File: config.mk
export PLATFORM = sky130hd
export DESIGN_NAME = perf_monitor
export DESIGN_NICKNAME = d
export VERILOG_FILES = /design/src/rtl/perf_monitor.sv
export SDC_FILE = /design/constraint.sdc
export NUM_CORES = 1
export LEC_CHECK = 0
export CAP_MARGIN = 10
export CORE_MARGIN = 4
export CORE_UTILIZATION = 45
export CTS_CLUSTER_DIAMETER = 80
export CTS_CLUSTER_SIZE = 28
export DETAILED_ROUTE_END_ITERATION = 7
export GPL_TIMING_DRIVEN = 0
export PLACE_DENSITY = 0.69
export SYNTH_ARGS = -nofsm -noshare
export SYNTH_HDL_FRONTEND = slang
export SYNTH_SLANG_ARGS = --single-unit
File: constraint.sdc
create_clock -name clk -period 5.2 [get_ports clk]
set_input_delay 1.04 -clock clk [delete_from_list [all_inputs] [get_ports clk]]
set_output_delay 1.04 -clock clk [all_outputs]
set_load 0.03 [all_outputs]
File: src/rtl/perf_monitor.sv
// perf_monitor: cycle/instruction performance monitor for RISC_VCPU with halt freeze and registered read port
// Ports: clk, rst (sync active-low); memIns_en/ins/pc tap the fetch bus; start/stop/clear control counting;
//   rd_req/rd_sel give rd_data/rd_valid one cycle later; running/halted mirror the state.
// Build option PERF_HALT_DETECT_EN enables freezing on HLT_OPCODE and halt_pc capture.
module perf_monitor #(
  parameter int         CNT_W      = 32,
  parameter logic [7:0] HLT_OPCODE = 8'h00
) (
  input  logic             clk,
  input  logic             rst,
  input  logic             memIns_en,
  input  logic [7:0]       ins,
  input  logic [7:0]       pc,
  input  logic             start,
  input  logic             stop,
  input  logic             clear,
  input  logic             rd_req,
  input  logic [1:0]       rd_sel,
  output logic [CNT_W-1:0] rd_data,
  output logic             rd_valid,
  output logic             running,
  output logic             halted
);
  typedef enum logic [1:0] {IDLE, RUN, HALTED} state_t;
  state_t state, nxt;
  logic [CNT_W-1:0] cycle_cnt, instr_cnt, instr_snap, cycle_nxt, instr_nxt, rd_mux;
  logic [7:0] halt_pc;
  logic ovf, hlt, cnt_en;
`ifdef PERF_HALT_DETECT_EN
  assign hlt = memIns_en && ins == HLT_OPCODE;
`else
  logic unused_halt;
  assign hlt = 1'b0;
  assign unused_halt = ^{ins, pc, HLT_OPCODE};
`endif
  // stop outranks start in IDLE; HALTED is left only through clear
  assign nxt = clear ? IDLE :
               state == IDLE ? (start && !stop ? RUN : IDLE) :
               state == RUN ? (stop ? IDLE : hlt ? HALTED : RUN) : state;
  assign cnt_en = state == RUN && !clear && !stop;
  assign cycle_nxt = cnt_en && !(&cycle_cnt) ? cycle_cnt + CNT_W'(1) : cycle_cnt;
  assign instr_nxt = cnt_en && memIns_en && !(&instr_cnt) ? instr_cnt + CNT_W'(1) : instr_cnt;
  assign rd_mux = rd_sel == 2'd0 ? cycle_cnt :
                  rd_sel == 2'd1 ? instr_snap :
                  rd_sel == 2'd2 ? CNT_W'({ovf, halted, running}) : CNT_W'(halt_pc);
  always_ff @(posedge clk) begin
    if (!rst) begin
      state      <= IDLE;
      running    <= 1'b0;
      halted     <= 1'b0;
      rd_valid   <= 1'b0;
      rd_data    <= '0;
      cycle_cnt  <= '0;
      instr_cnt  <= '0;
      instr_snap <= '0;
      halt_pc    <= '0;
      ovf        <= 1'b0;
    end else begin
      state    <= nxt;
      running  <= nxt == RUN;
      halted   <= nxt == HALTED;
      rd_valid <= rd_req;
      if (rd_req) rd_data <= rd_mux;
      if (clear) begin
        cycle_cnt  <= '0;
        instr_cnt  <= '0;
        instr_snap <= '0;
        halt_pc    <= '0;
        ovf        <= 1'b0;
      end else begin
        cycle_cnt <= cycle_nxt;
        instr_cnt <= instr_nxt;
        ovf       <= ovf | (&cycle_nxt) | (&instr_nxt);
        // snapshot takes the pre-increment count so the pair read is coherent
        if (rd_req && rd_sel == 2'd0) instr_snap <= instr_cnt;
        if (cnt_en && hlt) halt_pc <= pc;
      end
    end
  end
endmodule
**Yosys cells after proc, flatten, opt, wreduce, memory -nomap -nowiden**

Index checks and enable logic that the tools add are counted.

- Output and inout bits: 35
- Bits in registers: 134
- Bits of input ports: 25
- Logic and storage cells: 47

- Eq/ne operators: 5
- Mux-type cells: 10
- Reduce and logical (&&, ||, !) cells: 18
- Add/subtract/negate cells: 2
- Bitwise logic cells: 3

Operators with widths:

| kind | count |
|---|---|
| two-way mux 32 bit | 4 |
| AND reduction 32 bit | 4 |
| adder 32 x 1 -> 32 bit (second input constant) | 2 |
| logical AND 1 bit | 7 |
| == test 2 x 1 -> 1 bit (second input constant) | 3 |
| two-way mux 2 bit | 3 |
| == test 2 bit (second input constant) | 2 |
| logical NOT 1 bit | 4 |
| logical NOT 2 bit | 2 |
| two-way mux 3 bit | 1 |
| two-way mux 1 bit | 2 |
| OR 1 bit | 2 |
| OR reduction 2 bit | 1 |
| inverter 1 bit | 1 |

**Depth between registers and ports, before layout**

Gate-level depths: netlist of the first run.

- Word-level depth: 8
- Depth in mapped cells: 11
- Depth with buffers taken out: 9

**Worst setup path after synthesis of the first run**

No wires, ideal clock.

- Kind: input port to flip-flop
- From: input clear
- To: register ovf
- Slack: 2062 ps
- Setup time: 69 ps
- Stages: 9
- Buffers on the path: 1
- Data required time: 5131 ps
- Arrival: 3070 ps
- Cells stage by stage: or4b_1 -> buf_2 -> or4_4 -> a31oi_4 -> nand2_2 -> xor2_1 -> nor4_2 -> nand4_1 -> o21ai_1

- Word-level cells in the longest chain between the ends: 8
- Elaborated cells between the ends (all ways): 13
- Classes of those cells: mux (2); bitwise (2); reduce/logical (9)

RTL lines:

| item | RTL line | text |
|---|---|---|
| start, declared | 16 | `input logic clear,` |
| logical NOT 1 bit | 40 | `assign cnt_en = state == RUN && !clear && !stop;` |
| logical AND 1 bit (2 in a row) | 40 |  |
| logical AND 1 bit, on equally long branches | 41, 42 |  |
| two-way mux 32 bit / logical AND 1 bit (equally long branches) | 41, 42 |  |
| AND reduction 32 bit / two-way mux 32 bit (equally long branches) | 73, 42 |  |
| OR 1 bit / AND reduction 32 bit (equally long branches) | 73 | `ovf <= ovf \| (&cycle_nxt) \| (&instr_nxt);` |
| OR 1 bit | 73 |  |
| end signal, assigned | 73 |  |
| end, declared | 28 | `logic ovf, hlt, cnt_en;` |

Several ways; a longest one is shown, not always the timed one.
A chain may end at the register's enable or synchronous reset.

**Worst setup path in the final report of the first run**

Ends and elaborated chain as after synthesis.

==> results of run 1 <==
metrics by stage:
stage / cell area [sq um] / setup WS, ps / power [mW] / std cells
floorplan: 6387 / 2062 / 1.094 / 784
finish: 7701 / 1136 / 2.470 / 1037
detailed placement: 7023 / 817.7 / 1.124 / 1005
global route: 7701 / 908.2 / 2.537 / 1037
CTS: 7701 / 1214 / 2.480 / 1037
global placement: 7023 / 798.6 / 1.124 / 1005
cell type report:
type                       count  area [sq um]  share of cell area (%)
multi-input combinational    556          3342                   43.40
sequential                   134          2683                   34.83
clock buffer                  25         515.5                   6.694
timing repair buffer          41         410.4                   5.329
tap                          180         225.2                   2.924
buffer                        53         209.0                   2.713
clock inverter                 7         162.7                   2.112
inverter                      41         153.9                   1.998
cells by family (layout without fill, tap and decap cells):
logic type | Yosys count | in the layout | synth area share [%]
and+or+nand+nor | 346 | 346 | 27.50
adders and majority gates | 2 | 2 | 0.3917
buffers and inverters | 94 | 167 | 5.681
muxes | 23 | 23 | 3.604
xor gates and xnor gates | 55 | 55 | 7.542
DFF | 134 | 134 | 42.00
AOI/OAI and AO/OA | 130 | 130 | 13.28
sequential cells by signal, indices dropped and copies added (netlist names):
signal      flops
instr_snap     32
running         1
halted          1
rd_data        32
ovf             1
instr_cnt      32
cycle_cnt      32
rd_valid        1
state           2
report_power, final:
| part | leakage [nW] | internal [mW] | switching (mW) |
|---|---|---|---|
| sequential | 1.08 | 1.03 | 0.00110 |
| combinational | 1.06 | 0.0195 | 0.0520 |
| clock | 0.330 | 0.928 | 0.440 |
layer usage:
metal	track usage (%)	up-vias	share of wire, %
met4	7.697	0	2.6
met1	30.23	2748	45
met5	0	-	0
met3	5.100	42	5.7
li1	-	2851	-
met2	37.95	192	47
worst paths after layout:
check,from,endpoint,slack [ps],cells past startpoint
worst max-delay path,clear,ovf,1140,9
worst min-delay path,instr_snap[30],instr_snap[30],450,2
worst min register to register,instr_snap[30],instr_snap[30],450,2
worst max register to register,instr_cnt[1],ovf,1960,11
cell usage in the layout, fill, tap and decap left out, drive strengths merged, types with 19 or more instances in the layout:
cell,instances
clkbuf,67
xor2,30
clkdlybuf4s50,41
nand3,30
o22ai,20
mux2i,23
and2,23
nor2,77
inv,41
nand4,31
a21oi,41
nand2,108
xnor2,25
dfxtp,134
o21ai,19
critical path: stages:
cell and delay [ps]:
clkdlybuf4s50_1 520, nor4b_2 950, and2_1 300, buf_2 240, nand2_1 290, o41a_1 470
nor4b_1 300, a32oi_1 190, o21ai_1 110
==> flow_summary.json, run 1 <==
{
  "outcome": "finished clean",
  "synthTopCellsByArea": "dfxtp_1, nand2_1, nor2_1, xor2_1, mux2i_1",
  "cts_hold_buf": 0,
  "clock_tree.root_cell": "clkbuf_16",
  "firstDrtPassIters": 7,
  "maxCapViolations": 0,
  "final-hold-violation-count": 0,
  "setup_violations": 0,
  "clk_pin_slew_ps": 60,
  "synth_edf_count": 0,
  "rsz0062_at_grt": "no",
  "ant_nets": 0,
  "hp-class": "reg2reg",
  "clockBufferDepth": 2,
  "boundaryPins": 60,
  "end_kind": "flop",
  "filler_cell_count": 1321,
  "yosysUniqueCellTypes": 59,
  "num_rows": 43,
  "hpwlAfterDp_mm": 13.11,
  "totalWireLength_mm": 18.10,
  "hold_slack_ps": 453.9,
  "overflow": 0,
  "post_cts_buffers": 0,
  "grt_pass1_wl_mm": 29.53,
  "die_h_microns": 127.1,
  "tns_ps": 0,
  "drc": 0,
  "core_area_sq_mm": 0.01388,
  "yosys-top-cells-count": "dfxtp_1, nand2_1, nor2_1",
  "powerDensity_mw_per_mm2": 320.7,
  "post_cts_resized": 0,
  "final_nets": 871,
  "slew_violations": 0,
  "seq_area_frac_synth_pct": 42.00,
  "via_count": 5833,
  "insertion_delay_ps": 420,
  "routed_via_density": 5.625,
  "path_max_fanout": 10,
  "skew_ps": 7.153,
  "start_util_pct": 46.02,
  "diodes": 0,
  "cts_sinks": 134,
  "synth.most_common_cell": "dfxtp_1",
  "cts_made_buffers": 17,
  "yosys_warnings": 0,
  "worstPathArrival_ps": 4420,
  "track_usage_pct": 23.10,
  "syn_inst": 784,
  "synth-main-ff-cell": "dfxtp_1",
  "antenna_found_initial": 0,
  "path_class": "in2reg",
  "syn_nets": 811,
  "maxSlewHeadroom_pct": 30.27,
  "leakage_nw": 2.465,
  "syn-cell-area_sq_mm": 0.006387,
  "chipWidth_microns": 127.1,
  "crit_path_start_kind": "input port",
  "dieArea_sq_mm": 0.01616,
  "irDropWorstVdd_mv": 0.2337,
  "fin_crit_ps": 4064,
  "gp_congestion": 0.9205,
  "synth.avg_cell_area_sq_um": 8.147,
  "first_iter_violations": 566,
  "wl_per_cell_microns": 17.45,
  "htreeDepth": 4,
  "synth_top_area_cell": "dfxtp_1",
  "grt_pass1_vias": 5600,
  "numPortBuffers": 41,
  "post-route-period-util_pct": 78.16,
  "area_growth_pct": 20.57,
  "tightest_slew_ps": 1043,
  "synth-seq-cells": 134,
  "cp_data_required_time_ps": 5550,
  "async_flop_share_pct": 0,
  "cts_tree": "yes",
  "final_util_pct": 55.48,
  "fmax_mhz": 246.1,
  "grt_max_degree": 17,
  "drive_gt1_share_pct": 5.834,
  "synth_top_area_share_pct": 42.00
}
Power figures use the tool's default switching activity.
==> run 2, diff against run 1 <==
- PLACE_DENSITY: 0.69 -> 0.72
- clock period: 5.2 -> 3.5 ns (I/O delays scaled with it)
==> run 2 against run 1 <==
  * The flow now finishes with violations (DRC)
  * Register-to-register slack got worse by 1800 ps
  * Critical path depth stayed put
  * Die area unchanged
  * Utilization shrank 0.88 points
  * Via count is 0.82% higher
  * Clock skew increased by 7.4 ps
==> flow_summary.json, run 2 (synthesis results as in run 1) <==
{
  "start_util_pct": 46.02,
  "fin_cells": 1034,
  "post-route-period-util_pct": 97.71,
  "boundaryPins": 60,
  "fin_area_sq_mm": 0.007579,
  "pre_cts_ws_ps": -798.8,
  "cts_hold_buf": 0,
  "firstDrtPassIters": 8,
  "layout_common_cells": "dfxtp_1, nand2_1, nor2_1",
  "fin_crit_ps": 3420,
  "rsz0062_at_grt": "no",
  "chipWidth_microns": 127.1,
  "worstPathArrival_ps": 3760,
  "outcome": "finished, violations left",
  "overflow": 0,
  "core_area_sq_mm": 0.01388,
  "maxCapViolations": 0,
  "htreeDepth": 4,
  "drive_gt1_share_pct": 5.386,
  "cp_data_required_time_ps": 3840,
  "tightest_slew_ps": 877.2,
  "hold_slack_ps": 454.9,
  "irDropWorstVdd_mv": 0.3625,
  "skew_ps": 14.52,
  "cts_sinks": 134,
  "fmax_mhz": 292.4,
  "clockBufferDepth": 2,
  "tns_ps": 0,
  "antenna_found_initial": 0,
  "totalWireLength_mm": 18.09,
  "diodes": 0,
  "clk_pin_slew_ps": 50,
  "hpwlAfterDp_mm": 13.22,
  "cts_tree": "yes",
  "end_kind": "flop",
  "violations": "DRC",
  "track_usage_pct": 22.59,
  "first_iter_violations": 509,
  "grt_max_degree": 17,
  "die_h_microns": 127.1,
  "crit_path_start_kind": "input port",
  "final_nets": 872,
  "numPortBuffers": 41,
  "ant_nets": 0,
  "num_rows": 43,
  "insertion_delay_ps": 420,
  "final_common_cell": "dfxtp_1",
  "routed_via_density": 5.688,
  "grt_pass1_vias": 5528,
  "gp_congestion": 0.9245,
  "drc": 1,
  "clock_tree.root_cell": "clkbuf_16",
  "slew_violations": 0,
  "grt_pass1_wl_mm": 28.81,
  "via_count": 5881,
  "placed_area_sq_mm": 0.007023,
  "path_max_fanout": 6,
  "powerDensity_mw_per_mm2": 434.8,
  "filler_cell_count": 1315,
  "area_growth_pct": 18.65,
  "cts_made_buffers": 17,
  "leakage_nw": 2.405,
  "setup_violations": 0,
  "wl_per_cell_microns": 17.50,
  "dp_cells": 1005,
  "maxSlewHeadroom_pct": 41.13,
  "final-hold-violation-count": 0,
  "path_class": "in2reg",
  "setup_slack_ps": 80.12,
  "hp-class": "reg2reg",
  "dieArea_sq_mm": 0.01616
}
-- run 2: cell types whose count changed in the layout (fill, tap and decap cells not counted) --
cell | previous run | this run
bufinv_16 | 5 | 1
clkinv_2 | 1 | 2
clkbuf_1 | 44 | 45
nor4b_4 | 0 | 1
clkbuf_8 | 6 | 4
buf_4 | 0 | 1
nor4b_2 | 1 | 0
-- run 2: final cells by class --
class	count	area [sq um]	area share [%]
clock inverter	4	47.55	0.6274
tap	180	225.2	2.972
timing repair buffer	42	417.9	5.514
sequential	134	2683	35.40
multi-input combinational	556	3351	44.21
clock buffer	24	491.7	6.488
buffer	53	209.0	2.757
inverter	41	153.9	2.031
-- run 2: per-layer routing --
layer	GRT usage (%)	vias to the layer above	wire, microns	part of all wire (%)
li1	-	2845	-	-
met1	29.45	2798	7906	44
met2	36.74	205	8513	47
met3	5.184	33	1192	6.6
met4	8.202	0	478	2.6
met5	0	-	0	0
-- run 2: what timing repair did --
action                     in CTS  in global routing
setup endpoints to repair       4                  0
buffers inserted                1                  0
gates resized for setup         1                  0
-- run 2: worst paths after layout --
check	startpoint	endpoint	slack, ps	cells after the start
worst max-delay path	clear	ovf	80	9
worst min-delay path	instr_snap[27]	instr_snap[27]	450	2
worst max register to register	instr_cnt[1]	ovf	210	11
worst min register to register	instr_snap[27]	instr_snap[27]	450	2
-- run 2: per-stage QoR --
step / total power, mW / util (%)
6_report: 3.295 / 54.60
5_1_grt: 3.394 / 54.60
4_1_cts: 3.315 / 54.60
3_5_place_dp: 1.671 / 50.59
2_1_floorplan: 1.625 / -
3_3_place_gp: 1.670 / 50.59
-- run 2: where the power goes --
| part | switching (mW) | internal [mW] |
|---|---|---|
| sequential | 0.00170 | 1.53 |
| combinational | 0.0796 | 0.0294 |
| clock | 0.622 | 1.03 |
-- run 2: worst max-delay path, cell delays in order --
cell	delay, ps
clkdlybuf4s50_1	560
or4b_1	570
buf_2	180
a311oi_1	690
nand4_1	200
xor2_1	200
nor4_1	320
nand4_1	180
o21ai_1	150
==> run 3, diff against run 2 <==
- CORE_MARGIN: 4 -> 2
- clock period: 3.5 -> 2.9 ns (I/O delays scaled with it)
==> run 3 against run 2 <==
  * The flow now finishes without violations
  * Die area is 6.2% lower
  * Total power is 27% higher
  * Sequential share of layout area is 0.77 points lower
  * Critical path depth is 1 higher
  * Cell area is 2.3% higher
  * Register-to-register slack hardly changed
==> flow_summary.json, run 3 (synthesis results as in run 1) <==
{
  "busiest_layer": "met2",
  "worstPathArrival_ps": 3160,
  "reg2reg_slack_ps": 200,
  "post-route-period-util_pct": 97.15,
  "filler_cell_count": 1332,
  "antenna_found_initial": 0,
  "setup_slack_ps": 82.71,
  "insertion_delay_ps": 420,
  "core_area_sq_mm": 0.01388,
  "wl_per_cell_microns": 17.23,
  "crit_path_start_kind": "input port",
  "routed_via_density": 5.608,
  "slew_violations": 0,
  "fmax_mhz": 355.0,
  "grt_pass1_wl_mm": 28.47,
  "htreeDepth": 4,
  "clockBufferDepth": 2,
  "boundaryPins": 60,
  "diodes": 0,
  "cts_sinks": 134,
  "fin_area_sq_mm": 0.007750,
  "ant_nets": 0,
  "cts_made_buffers": 17,
  "totalWireLength_mm": 17.92,
  "grt_pass1_vias": 5537,
  "tns_ps": 0,
  "skew_ps": 7.002,
  "gr-usage-met2_pct": 39.42,
  "dieArea_sq_mm": 0.01516,
  "final_common_cell": "dfxtp_1",
  "final_nets": 874,
  "clock_tree.root_cell": "clkbuf_16",
  "outcome": "finished clean",
  "tightest_slew_ps": 796.7,
  "path_class": "in2reg",
  "drive_gt1_share_pct": 7.791,
  "maxSlewHeadroom_pct": 46.89,
  "die_h_microns": 123.1,
  "first_iter_violations": 464,
  "cp_data_required_time_ps": 3250,
  "maxCapViolations": 0,
  "total_power_mw": 4.194,
  "final-hold-violation-count": 0,
  "gp_congestion": 0.9418,
  "num_rows": 43,
  "numPortBuffers": 41,
  "track_usage_pct": 24.66,
  "placed_area_sq_mm": 0.007023,
  "overflow": 0,
  "leakage_nw": 2.496,
  "start_util_pct": 46.02,
  "grt_use_met1_pct": 31.81,
  "cts_tree": "yes",
  "irDropWorstVdd_mv": 0.4164,
  "path_max_fanout": 5,
  "end_kind": "flop",
  "clk_pin_slew_ps": 60,
  "pre_cts_ws_ps": -1073,
  "hold_slack_ps": 455.9,
  "multi_input_area_sq_mm": 0.003426,
  "firstDrtPassIters": 5,
  "via_count": 5832,
  "layout_common_cells": "dfxtp_1, nand2_1, nor2_1",
  "ff_latch_area_sq_mm": 0.002684,
  "setup_violations": 0,
  "chipWidth_microns": 123.1,
  "powerDensity_mw_per_mm2": 541.1,
  "area_growth_pct": 21.33,
  "hpwlAfterDp_mm": 13.09,
  "hp-class": "reg2reg",
  "use_met3_pct": 5.489,
  "grt_max_degree": 17,
  "fin_crit_ps": 2817,
  "drc": 0
}
run 3: cell count changes in the layout (fill, tap and decap cells not counted), sizes merged:
| cell | previous run | this run |
|---|---|---|
| buf | 12 | 16 |
| bufinv | 1 | 3 |
| clkbuf | 66 | 64 |
| clkdlybuf4s50 | 41 | 39 |
| clkinv | 2 | 3 |
| clkinvlp | 1 | 2 |
| dlygate4sd2 | 0 | 2 |
run 3: worst paths after layout:
path / startpoint / to / depth (start not counted)
worst max-delay path: clear / ovf / 10
worst min-delay path: instr_snap[30] / instr_snap[30] / 2
worst max register to register: cycle_cnt[1] / ovf / 10
worst min register to register: instr_snap[30] / instr_snap[30] / 2
run 3: what timing repair did:
action | 4_1_cts | 5_1_grt
setup buffers | 4 | 0
pin swaps | 2 | 5
hold buffers | 0 | 0
endpoints found under the setup margin | 26 | 5
gates resized for setup | 11 | 13
run 3: cell type report:
| cell class | instances | area share [%] |
|---|---|---|
| inverter | 41 | 1.986 |
| multi-input combinational | 556 | 44.20 |
| sequential | 134 | 34.63 |
| timing repair buffer | 45 | 5.651 |
| buffer | 52 | 2.728 |
| tap | 180 | 2.906 |
| clock inverter | 8 | 1.550 |
| clock buffer | 24 | 6.345 |
run 3: metal layers:
layer  share of wire, %  wire length, microns  vias up
li1                   -                     -     2850
met4                2.9                   524        0
met5                  0                     0        -
met1                 46                  8221     2782
met2                 46                  8310      165
met3                4.8                   858       35
run 3: metrics by stage:
stage               instances  util, %
floorplan                 784        -
detailed placement       1005    50.59
global route             1040    55.83
finish                   1040    55.83
global placement         1005    50.59
CTS                      1041    55.51
run 3: worst max-delay path, stage by stage:
cell,delay [ps]
dlygate4sd2_1,310
or4b_1,530
buf_2,200
or4_4,590
a31oi_4,190
nand2_2,80
xor2_1,170
nor4_2,180
nand4_1,160
o21ai_1,170
run 3: power by group:
part | switching, mW | internal, mW
registers | 0.00292 | 1.85
logic | 0.0947 | 0.0348
clock network | 0.777 | 1.44
==> patch (config.mk and constraints of run 2) <==
The 3 states of `state_t` get a one-hot encoding in 3 bits.
--- a/src/rtl/perf_monitor.sv
+++ b/src/rtl/perf_monitor.sv
@@ -21,7 +21,7 @@
   output logic             running,
   output logic             halted
 );
-  typedef enum logic [1:0] {IDLE, RUN, HALTED} state_t;
+  typedef enum logic [2:0] {IDLE = 3'b001, RUN = 3'b010, HALTED = 3'b100} state_t;
   state_t state, nxt;
   logic [CNT_W-1:0] cycle_cnt, instr_cnt, instr_snap, cycle_nxt, instr_nxt, rd_mux;
   logic [7:0] halt_pc;
Function: no difference found for any inputs over 4 cycles, from zero or initial values and one cycle with rst low; so few cycles prove little.
==> patch against run 2 <==
Design area increased by 4.7%; critical path depth grew 1; sequential share of layout area fell by 1.3 points; core utilization up 1.7 points; area after synthesis up 2.8%; setup slack gained 0.16 ns; synthesized cell count increased by 5.2%; sequential cell count up 1; routed wire length is 0.21% higher; power increased by 10%; cell count rose by 4.4%; critical path type is now reg -> reg; largest power group unchanged; highest routed layer unchanged.
==> patch: results <==
run_status:
  outcome: "complete, no violations"
critical_path:
  r2r_cells: 10
  cp-startpoint: "cycle_cnt[24]$_SDFF_PP0_"
  slowest_delay_ns: 0.98
  cpMaxStageDelayCell: "nor4_1"
  crit_fanout: 8
  arrival_ns: 3.56
  r2r_slack_ns: 0.24
routing:
  dr_wl_met3_mm: 1.047
  wl_met1_mm: 8.158
  highest_layer: "met4"
  post_drt_wl_per_cell_um: 16.80
  first_iter_violations: 573
  via_per_inst: 5.639
  first_pass_iters: 6
  dr_wl_met2_mm: 8.425
placement:
  preCtsSetupSlack_ns: -0.9518
  placed_cells: 1045
  dpl_cell_area_um2: 7192
  dp_hpwl_mm: 12.86
  gp_congestion: 1.018
  io_buffers: 40
grt:
  antenna_found_initial: 0
  grt.total_usage: 0.2215
  met2_usage: 0.3479
  grtUsageMet3: 0.04027
  grt_pass1_wl_mm: 28.79
  met1_usage: 0.2962
  grt_pass1_vias: 5472
power:
  p_leak_nw: 2.512
  ir_drop_uv: 323.5
min_path:
  holdPathStages: 2
  hold_end: "instr_snap[25]$_SDFFE_PP0P_"
  hold_path_class: "reg -> reg"
  hold_start: "instr_snap[25]$_SDFFE_PP0P_"
timing:
  whs_ns: 0.4560
  period_share: 0.9311
  tightest_slew_ns: 1.175
  clock_skew_ns: 0.01077
logic_synthesis:
  synthArstFlopShare: 0
  yosysWarnings: 0
  seq_area_frac_synth: 0.4116
  syn_inst: 825
  synth_cell_types: 62
  ys_top_cells_by_area: "dfxtp_1, nand2_1, nor2_1"
  netlist_top_cells_count: "dfxtp_1, nand2_1, nor2_1"
  synth_nets: 852
layout:
  drive_gt1_frac: 0.06340
  diodes: 0
  fin_nets: 914
  stdcell_count: 1079
  fillCellCount: 1303
floorplanning:
  rows: 43
clocking:
  numCtsBuffers: 17
-- patch: power breakdown --
part,switching [W],leakage [nW],internal [W]
clock network,0.000659,0.317,0.00132
logic,0.0000826,1.11,0.0000302
registers,0.00000207,1.09,0.00154
-- patch: kinds of logic after synthesis --
group	Yosys count	synth area share
flops	135	0.4116
xor+xnor	57	0.07603
fa+ha+maj	2	0.003810
mux	25	0.03830
simple gates	366	0.2780
buf+inv	97	0.05659
compound gates	143	0.1357
-- patch: final cells by class --
type,count,area [um2],share of cell area
clock inverters,8,168.9,0.02128
plain buffers,52,203.9,0.02569
clock buffers,23,478.0,0.06021
well taps,180,225.2,0.02837
inverters,44,165.2,0.02081
repair buffers,44,432.9,0.05454
flip-flops and latches,135,2703,0.3405
multi-input cells,593,3561,0.4486
-- patch: what timing repair did --
item | CTS | global route
endpoints found under the setup margin | 7 | 1
pin swaps | 0 | 1
setup buffers | 2 | 2
gates resized for setup | 3 | 12
